$ cat src/rtl/tawas_regfile_if.sv
// Tawas register-file port bundle: AU read/write-back, load/store return,
// load issue and hazard-check signals. Clock and reset stay outside.
interface tawas_regfile_if;
  logic [1:0]  slice;
  logic [2:0]  au_ra_sel;
  logic [31:0] au_ra;
  logic [2:0]  au_rb_sel;
  logic [31:0] au_rb;
  logic        au_rc_vld;
  logic [2:0]  au_rc_sel;
  logic [31:0] au_rc;
  logic        ls_rc_vld;
  logic [1:0]  ls_rc_thread;
  logic [2:0]  ls_rc_sel;
  logic [31:0] ls_rc;
  logic        ld_issue;
  logic [2:0]  ld_sel;
  logic        chk_vld;
  logic        chk_ra;
  logic        chk_rb;
  logic        chk_rd;
  logic [2:0]  chk_rd_sel;
  logic        rf_stall;
  logic [3:0]  rf_pend_any;

  modport master (
    output slice, au_ra_sel, au_rb_sel, au_rc_vld, au_rc_sel, au_rc,
           ls_rc_vld, ls_rc_thread, ls_rc_sel, ls_rc, ld_issue, ld_sel,
           chk_vld, chk_ra, chk_rb, chk_rd, chk_rd_sel,
    input  au_ra, au_rb, rf_stall, rf_pend_any
  );

  modport slave (
    input  slice, au_ra_sel, au_rb_sel, au_rc_vld, au_rc_sel, au_rc,
           ls_rc_vld, ls_rc_thread, ls_rc_sel, ls_rc, ld_issue, ld_sel,
           chk_vld, chk_ra, chk_rb, chk_rd, chk_rd_sel,
    output au_ra, au_rb, rf_stall, rf_pend_any
  );
endinterface

$ cat src/rtl/tawas_regfile.sv
// Tawas per-thread register file (4 threads x 8 x 32b) with AU and LS write
// ports and a pending-load scoreboard. TAWAS_REGFILE_RST_CLEAR_EN puts the array in reset.
module tawas_regfile_bank #(
  parameter logic [31:0] RST_PATTERN = 32'h0000_0000
) (
  input  logic             clk,
  input  logic             rst,
  input  logic             au_we,
  input  logic [2:0]       au_sel,
  input  logic [31:0]      au_data,
  input  logic             ls_we,
  input  logic [2:0]       ls_sel,
  input  logic [31:0]      ls_data,
  input  logic             ld_set,
  input  logic [2:0]       ld_sel,
  output logic [7:0][31:0] regs,
  output logic [7:0]       pend
);
  logic [7:0][31:0] regs_nxt;
  logic [7:0]       pend_nxt;

  // LS beats AU on a same-register collision; a new issue beats a return.
  always_comb begin
    regs_nxt = regs;
    pend_nxt = pend;
    for (int i = 0; i < 8; i++) begin
      if (ls_we && ls_sel == 3'(i))
        regs_nxt[i] = ls_data;
      else if (au_we && au_sel == 3'(i))
        regs_nxt[i] = au_data;
      if (ld_set && ld_sel == 3'(i))
        pend_nxt[i] = 1'b1;
      else if (ls_we && ls_sel == 3'(i))
        pend_nxt[i] = 1'b0;
    end
  end

`ifdef TAWAS_REGFILE_RST_CLEAR_EN
  always_ff @(posedge clk or posedge rst) begin
    if (rst) regs <= {8{RST_PATTERN}};
    else     regs <= regs_nxt;
  end
`else
  // No reset net on the array so it can map onto plain storage.
  always_ff @(posedge clk) begin
    regs <= regs_nxt;
  end
`endif

  always_ff @(posedge clk or posedge rst) begin
    if (rst) pend <= '0;
    else     pend <= pend_nxt;
  end
endmodule

module tawas_regfile #(
  parameter int          NTHREAD     = 4,
  parameter logic [31:0] RST_PATTERN = 32'h0000_0000
) (
  input logic           clk,
  input logic           rst,
  tawas_regfile_if.slave rf
);
  logic [1:0]                       wthr;
  logic [NTHREAD-1:0]               au_we;
  logic [NTHREAD-1:0]               ls_we;
  logic [NTHREAD-1:0]               ld_set;
  logic [NTHREAD-1:0][7:0][31:0]    regs_all;
  logic [NTHREAD-1:0][7:0]          pend_all;
  logic [7:0]                       cur_pend;

  // AU results land two slices after the read, so never on the read thread.
  assign wthr = rf.slice + 2'd2;

  for (genvar t = 0; t < NTHREAD; t++) begin : g_bank
    assign au_we[t]  = rf.au_rc_vld && (wthr == 2'(t));
    assign ls_we[t]  = rf.ls_rc_vld && (rf.ls_rc_thread == 2'(t));
    assign ld_set[t] = rf.ld_issue  && (rf.slice == 2'(t));

    tawas_regfile_bank #(.RST_PATTERN(RST_PATTERN)) u_bank (
      .clk     (clk),
      .rst     (rst),
      .au_we   (au_we[t]),
      .au_sel  (rf.au_rc_sel),
      .au_data (rf.au_rc),
      .ls_we   (ls_we[t]),
      .ls_sel  (rf.ls_rc_sel),
      .ls_data (rf.ls_rc),
      .ld_set  (ld_set[t]),
      .ld_sel  (rf.ld_sel),
      .regs    (regs_all[t]),
      .pend    (pend_all[t])
    );

    assign rf.rf_pend_any[t] = |pend_all[t];
  end

  assign rf.au_ra  = regs_all[rf.slice][rf.au_ra_sel];
  assign rf.au_rb  = regs_all[rf.slice][rf.au_rb_sel];
  assign cur_pend  = pend_all[rf.slice];

  assign rf.rf_stall = rf.chk_vld & ((rf.chk_ra & cur_pend[rf.au_ra_sel]) |
                                     (rf.chk_rb & cur_pend[rf.au_rb_sel]) |
                                     (rf.chk_rd & cur_pend[rf.chk_rd_sel]));
endmodule

$ cat src/flat_wrapper.sv
// flat-port wrapper written by rule: the top's interface ports become plain ports
module tawas_regfile_flat 
#(
  parameter int          NTHREAD     = 4,
  parameter logic [31:0] RST_PATTERN = 32'h0000_0000
)
  (clk, rst, rf_slice, rf_au_ra_sel, rf_au_rb_sel, rf_au_rc_vld, rf_au_rc_sel, rf_au_rc, rf_ls_rc_vld, rf_ls_rc_thread, rf_ls_rc_sel, rf_ls_rc, rf_ld_issue, rf_ld_sel, rf_chk_vld, rf_chk_ra, rf_chk_rb, rf_chk_rd, rf_chk_rd_sel, rf_au_ra, rf_au_rb, rf_rf_stall, rf_rf_pend_any);
  tawas_regfile_if rf_i ();
  input logic clk;
  input logic rst;
  input wire logic [$bits(rf_i.slice)-1:0] rf_slice;
  input wire logic [$bits(rf_i.au_ra_sel)-1:0] rf_au_ra_sel;
  input wire logic [$bits(rf_i.au_rb_sel)-1:0] rf_au_rb_sel;
  input wire logic [$bits(rf_i.au_rc_vld)-1:0] rf_au_rc_vld;
  input wire logic [$bits(rf_i.au_rc_sel)-1:0] rf_au_rc_sel;
  input wire logic [$bits(rf_i.au_rc)-1:0] rf_au_rc;
  input wire logic [$bits(rf_i.ls_rc_vld)-1:0] rf_ls_rc_vld;
  input wire logic [$bits(rf_i.ls_rc_thread)-1:0] rf_ls_rc_thread;
  input wire logic [$bits(rf_i.ls_rc_sel)-1:0] rf_ls_rc_sel;
  input wire logic [$bits(rf_i.ls_rc)-1:0] rf_ls_rc;
  input wire logic [$bits(rf_i.ld_issue)-1:0] rf_ld_issue;
  input wire logic [$bits(rf_i.ld_sel)-1:0] rf_ld_sel;
  input wire logic [$bits(rf_i.chk_vld)-1:0] rf_chk_vld;
  input wire logic [$bits(rf_i.chk_ra)-1:0] rf_chk_ra;
  input wire logic [$bits(rf_i.chk_rb)-1:0] rf_chk_rb;
  input wire logic [$bits(rf_i.chk_rd)-1:0] rf_chk_rd;
  input wire logic [$bits(rf_i.chk_rd_sel)-1:0] rf_chk_rd_sel;
  output wire logic [$bits(rf_i.au_ra)-1:0] rf_au_ra;
  output wire logic [$bits(rf_i.au_rb)-1:0] rf_au_rb;
  output wire logic [$bits(rf_i.rf_stall)-1:0] rf_rf_stall;
  output wire logic [$bits(rf_i.rf_pend_any)-1:0] rf_rf_pend_any;
  assign rf_i.slice = rf_slice;
  assign rf_i.au_ra_sel = rf_au_ra_sel;
  assign rf_i.au_rb_sel = rf_au_rb_sel;
  assign rf_i.au_rc_vld = rf_au_rc_vld;
  assign rf_i.au_rc_sel = rf_au_rc_sel;
  assign rf_i.au_rc = rf_au_rc;
  assign rf_i.ls_rc_vld = rf_ls_rc_vld;
  assign rf_i.ls_rc_thread = rf_ls_rc_thread;
  assign rf_i.ls_rc_sel = rf_ls_rc_sel;
  assign rf_i.ls_rc = rf_ls_rc;
  assign rf_i.ld_issue = rf_ld_issue;
  assign rf_i.ld_sel = rf_ld_sel;
  assign rf_i.chk_vld = rf_chk_vld;
  assign rf_i.chk_ra = rf_chk_ra;
  assign rf_i.chk_rb = rf_chk_rb;
  assign rf_i.chk_rd = rf_chk_rd;
  assign rf_i.chk_rd_sel = rf_chk_rd_sel;
  assign rf_au_ra = rf_i.au_ra;
  assign rf_au_rb = rf_i.au_rb;
  assign rf_rf_stall = rf_i.rf_stall;
  assign rf_rf_pend_any = rf_i.rf_pend_any;
  tawas_regfile #(.NTHREAD(NTHREAD), .RST_PATTERN(RST_PATTERN)) u_core (.clk(clk), .rst(rst), .rf(rf_i));
endmodule
$ cat config.mk
export PLATFORM = sky130hd
export DESIGN_NAME = tawas_regfile_flat
export DESIGN_NICKNAME = d
export VERILOG_FILES = /design/src/rtl/tawas_regfile_if.sv /design/src/rtl/tawas_regfile.sv /design/src/flat_wrapper.sv
export SDC_FILE = /design/constraint.sdc
export NUM_CORES = 2
export LEC_CHECK = 0
export CORE_MARGIN = 4
export CORE_UTILIZATION = 50
export CTS_BUF_LIST = sky130_fd_sc_hd__clkbuf_8
export DETAILED_ROUTE_END_ITERATION = 16
export PLACE_DENSITY = 0.67
export SYNTH_ARGS = -nofsm -noshare
export SYNTH_HDL_FRONTEND = slang
export SYNTH_SLANG_ARGS = --single-unit
$ cat constraint.sdc
create_clock -name clk -period 6.6 [get_ports clk]
set_clock_uncertainty 0.1 [all_clocks]
set_input_delay 1.65 -clock clk [delete_from_list [all_inputs] [get_ports clk]]
set_output_delay 1.65 -clock clk [all_outputs]
set_load 0.05 [all_outputs]
Word level (Yosys, flattened, before mapping)
Cells that the tools add are included.
W data, S select, Z words.
{"block": "word_totals", "input_bits": 95, "output_inout_bits": 69, "reg_bits": 1056, "wordCells": 429}
{"block": "op_classes", "reduce_logical": 182, "n_addsub": 1, "muxes": 142, "bitwise": 6, "magnitude_cmp": 4, "eq_ne": 30}
{"operator": "$mux W32", "count": 66}
{"operator": "$bmux W256 S2", "count": 1}
{"operator": "$mux W256", "count": 1}
{"operator": "$bmux W32 S3", "count": 2}
{"operator": "$reduce_bool A2 Y1", "count": 64}
{"operator": "$logic_and A1 B1 Y1", "count": 108}
{"operator": "$mux W1", "count": 67}
{"operator": "$eq A3 B3 Y1 const B", "count": 12}
{"operator": "$reduce_or A8 Y1", "count": 4}
{"operator": "$eq A3 B2 Y1 const B", "count": 6}
{"operator": "$bmux W8 S2", "count": 1}
{"operator": "$eq A2 B2 Y1 const B", "count": 6}
{"operator": "$lt A3 B4 Y1 const B", "count": 3}
{"operator": "$bmux W1 S3", "count": 3}
{"operator": "$eq A3 B1 Y1 const B", "count": 3}
{"operator": "$logic_not A3 Y1", "count": 3}
{"operator": "$mux W8", "count": 1}
{"operator": "$eq A2 B1 Y1 const B", "count": 3}
{"operator": "$logic_not A2 Y1", "count": 3}
{"operator": "$and A1 B1 Y1", "count": 4}
{"operator": "$lt A2 B3 Y1 const B", "count": 1}
{"operator": "$add A2 B2 Y2 const B", "count": 1}
{"operator": "$or A1 B1 Y1", "count": 2}

Logic depth before layout (Yosys ltp)
{"block": "logic_depth", "depth_word": 8, "ltp_mapped": 9, "mapped_depth_nobuf": 5}

Cells and area by module
Synthesis repeated with hierarchy kept, for this count alone.
{"block": "unflattened", "hier_cells": 2998, "hier_area_um2": 55951.2}
{"mod": "tawas_regfile_bank", "cells_per_inst": 592, "seq_area_each_um2": 7887.6, "area_per_inst_um2": 11330.9, "instances": 4}
{"mod": "tawas_regfile", "cells_per_inst": 630, "seq_area_each_um2": 0.0, "area_per_inst_um2": 10627.7, "instances": 1}

Least setup slack after synthesis
No wires, ideal clock.
{"block": "synth_timing", "kind": "input to register", "from": "input rf_slice[1]", "to": "register u_core.g_bank[1].u_bank.regs[128] (netlist name) (enable)", "t_arrival_ns": 5.105, "slack_ns": 0.929, "setup_ns": 0.466, "required_time_ns": 6.034, "n_path_buf": 4, "stages": 6, "cell_sequence": "buf_2 > buf_1 > buf_2 > buf_2 > nand3_1 > o21ai_0"}
{"block": "synth_via", "elab_chain_len": 5}
{"item": "start: declaration", "line": "flat_wrapper.sv:11", "text": "input wire logic [$bits(rf_i.slice)-1:0] rf_slice;"}
{"item": "$add A2 B2 Y2", "line": "tawas_regfile.sv:73", "text": "assign wthr = rf.slice + 2'd2;"}
{"item": "$eq A2 B1 Y1", "line": "tawas_regfile.sv:76", "text": "assign au_we[t] = rf.au_rc_vld && (wthr == 2'(t));"}
{"item": "$logic_and A1 B1 Y1", "line": "tawas_regfile.sv:76"}
{"item": "$logic_and A1 B1 Y1", "line": "tawas_regfile.sv:29", "text": "else if (au_we && au_sel == 3'(i))"}
{"item": "$reduce_bool A2 Y1 (no line)"}
{"item": "end signal: assignment", "line": "tawas_regfile.sv:46", "text": "regs <= regs_nxt;"}
{"item": "end: declaration", "line": "tawas_regfile.sv:16", "text": "output logic [7:0][31:0] regs,"}
Every way passes these cells.
A chain may end at the register's enable or synchronous reset.

Final worst setup path
{"block": "layout_timing", "from": "input rf_slice[0]", "to": "output rf_au_ra[21]"}
{"block": "layout_via", "elab_chain_len": 4}
{"item": "$bmux W256 S2", "line": "tawas_regfile.sv:98", "text": "assign rf.au_ra = regs_all[rf.slice][rf.au_ra_sel];"}
{"item": "$mux W256 (not written as such)", "line": "tawas_regfile.sv:98"}
{"item": "$bmux W32 S3", "line": "tawas_regfile.sv:98"}
{"item": "$mux W32 (not written as such)", "line": "tawas_regfile.sv:98"}
{"item": "end: declaration", "line": "flat_wrapper.sv:28", "text": "output wire logic [$bits(rf_i.au_ra)-1:0] rf_au_ra;"}
Every way passes these cells. The select of a mux whose other input is x is not followed.

==> flow_metrics.tcl <==
set metrics [dict create \
    hold_viol_final 0 \
    ys.flop_type "edfxtp_1" \
    path_buf_inv 5 \
    rows 122 \
    p_leak_uw 0.0208 \
    dieArea_mm2 0.118 \
    start_util 0.505 \
    setup_violations 0 \
    slew_violations 0 \
    drive_above_1_share 0.529 \
    seq_area_frac_synth 0.563 \
    grt_usage 0.319 \
    fin_setup_tns_ns 0 \
    wl_mm 189 \
    synth.distinct_cells 42 \
    placed_area_mm2 0.0595 \
    syn_area_per_cell_um2 17.0 \
    place_congestion 0.871 \
    cpLargestDelayFamily "multiplexers" \
    crit_type "in2out" \
    routedWlPerCell_um 37.9 \
    fp.dieW_um 343 \
    cp-start-kind "primary input" \
    synth_edf_count 1024 \
    cpPeakStageDelay_ns 0.60 \
    peakVddDrop_mv 0.186 \
    ys_ff_latch 1056 \
    drcViolationCount 0 \
    arrival_ns 4.24 \
    yosys_warnings 0 \
    max_clock_freq_ghz 0.167 \
    cts_inserted_buffers 179 \
    powerDensity_mw_per_mm2 242 \
    crit_fanout 27 \
    core_mm2 0.111 \
    clk_path_buf_depth 3 \
    num_vias 34400 \
    grt_pass1_wl_mm 262 \
    drtAntennaViolNets 0 \
    final_common_cell "edfxtp_1" \
    grt_pass1_vias 35400 \
    maxSlewHeadroom 0.202 \
    fin_crit_ns 5.99 \
    hold_path_class "reg2reg" \
    worst_pin_slew_ns 1.19 \
    post_cts_buffers 0 \
    clock_sinks 1056 \
    outcome "finished clean" \
    firstDrtPassIters 6 \
    clk_latency_ns 0.84 \
    die_y_um 343 \
    drtIter0Drc 4798 \
    worst_setup_path_end_kind "output port" \
    netlist_area_mm2 0.0561 \
    gr-total-overflow 0 \
    finish.instance_area_mm2 0.0628 \
    drt-vias-per-instance 6.89 \
    cts-resized-gates 0 \
    io_pins 164 \
    synth_async_sr_flop_share 0.0303 \
    hpwlAfterDp_mm 100 \
    cts_tree "built" \
    synth_fp_nets 3393 \
    htree_levels 4 \
    most-common-layout-cells "edfxtp_1, mux2_2, mux4_2, nand2_1, clkbuf_8" \
    postSynthCellCount 3298 \
    fin_crit_sh 0.907 \
    required_ns 4.85 \
    post-place-ws_ns 0.570 \
    clk_pin_slew_ns 0.07 \
    cts_root_buf "clkbuf_8" \
    maxCapViolCount 0 \
    cpMaxStageDelayCell "mux4_1" \
    grt_max_degree 59 \
    crit_path_cell_trace "buf_8 -> buf_4 -> buf_12 -> buf_12 -> mux4_1 -> mux4_1 -> mux2_2 -> buf_4" \
    finalWorstSetupSlack_ns 0.615 \
    place.port_buffers 163 \
    area_growth_pct 12.1 \
    nNetsFinal 3450 \
    antenna_found_initial 10 \
    rsz0062_at_grt "false" \
    holdBufCountCts 0 \
]
cells by family after synthesis:
logic type,count (synthesis),share of synthesized area
buf+inv,413,0.0327
simple gates,303,0.0232
flops,1056,0.563
compound gates,89,0.00973
mux,1437,0.371
tightest hold or removal path: cells and delay by family (launching register included):
family | cells | cell delay [ns]
AO/OA/AOI/OAI | 1 | 0.06
AND/OR/NAND/NOR | 1 | 0.06
flip-flops | 1 | 0.38
flip-flops by register name, indices dropped and copies added (netlist names):
| register | flops |
|---|---|
| u_core.g_bank.u_bank.pend | 32 |
| u_core.g_bank.u_bank.regs | 1024 |
Yosys cell counts (all sizes together) (14+ instances only):
| master | count | area (µm²) |
|---|---|---|
| o22ai | 15 | 93.8 |
| dfrtp | 32 | 801 |
| o21ai | 48 | 240 |
| mux2 | 1024 | 11500 |
| mux2i | 14 | 140 |
| edfxtp | 1024 | 30700 |
| mux4 | 399 | 9140 |
| nor2 | 22 | 82.6 |
| clkbuf | 319 | 1200 |
| nand2 | 225 | 845 |
| buf | 90 | 621 |
| a22o | 16 | 140 |
per-stage QoR:
step,cells,utilization,power [µW],hold WS (ns)
global route,4984,0.566,15700,0.480
floorplan,3298,-,9140,0.368
detailed placement,4661,0.537,9800,0.412
CTS,4979,0.566,15200,0.427
finish,4986,0.566,15200,0.432
global placement,4661,0.537,9730,0.398
metal layers:
| layer | GRT usage | part of all wire | vias to the layer above |
|---|---|---|---|
| li1 | - | - | 13400 |
| met1 | 0.410 | 0.37 | 18000 |
| met2 | 0.508 | 0.47 | 2411 |
| met3 | 0.0749 | 0.11 | 607 |
| met4 | 0.167 | 0.057 | 2 |
| met5 | 0 | 0.000069 | - |
path summary, 6_finish.rpt:
path,slack [ns],depth (start not counted),end,start
max,0.61,8,rf_au_ra[21],rf_slice[0]
min,0.43,2,u_core.g_bank[0].u_bank.pend[7]$_DFFE_PP0P_,u_core.g_bank[0].u_bank.pend[7]$_DFFE_PP0P_
max reg2reg,5.64,2,u_core.g_bank[3].u_bank.pend[3]$_DFFE_PP0P_,u_core.g_bank[3].u_bank.pend[3]$_DFFE_PP0P_
min reg2reg,0.43,2,u_core.g_bank[0].u_bank.pend[7]$_DFFE_PP0P_,u_core.g_bank[0].u_bank.pend[7]$_DFFE_PP0P_
max in group asynchronous,4.84,3,u_core.g_bank[3].u_bank.pend[7]$_DFFE_PP0P_,rst
min in group asynchronous,1.05,2,u_core.g_bank[3].u_bank.pend[2]$_DFFE_PP0P_,rst
power breakdown:
group / switching [µW] / internal, µW / total (µW)
clock: 2750 / 2730 / 5470
sequential: 101 / 7570 / 7670
combinational: 1130 / 899 / 2030
total: 3980 / 11200 / 15200
layout make-up:
cell class / count / area, µm²
fillers: 8520 / 48200
flip-flops and latches: 1056 / 31600
multi-input cells: 1829 / 23200
repair buffers: 285 / 2920
clock buffers: 182 / 2500
well taps: 1488 / 1860
clock inverters: 136 / 723
inverters: 4 / 15.0
diodes: 6 / 15.0
Power figures use the tool's default switching activity.
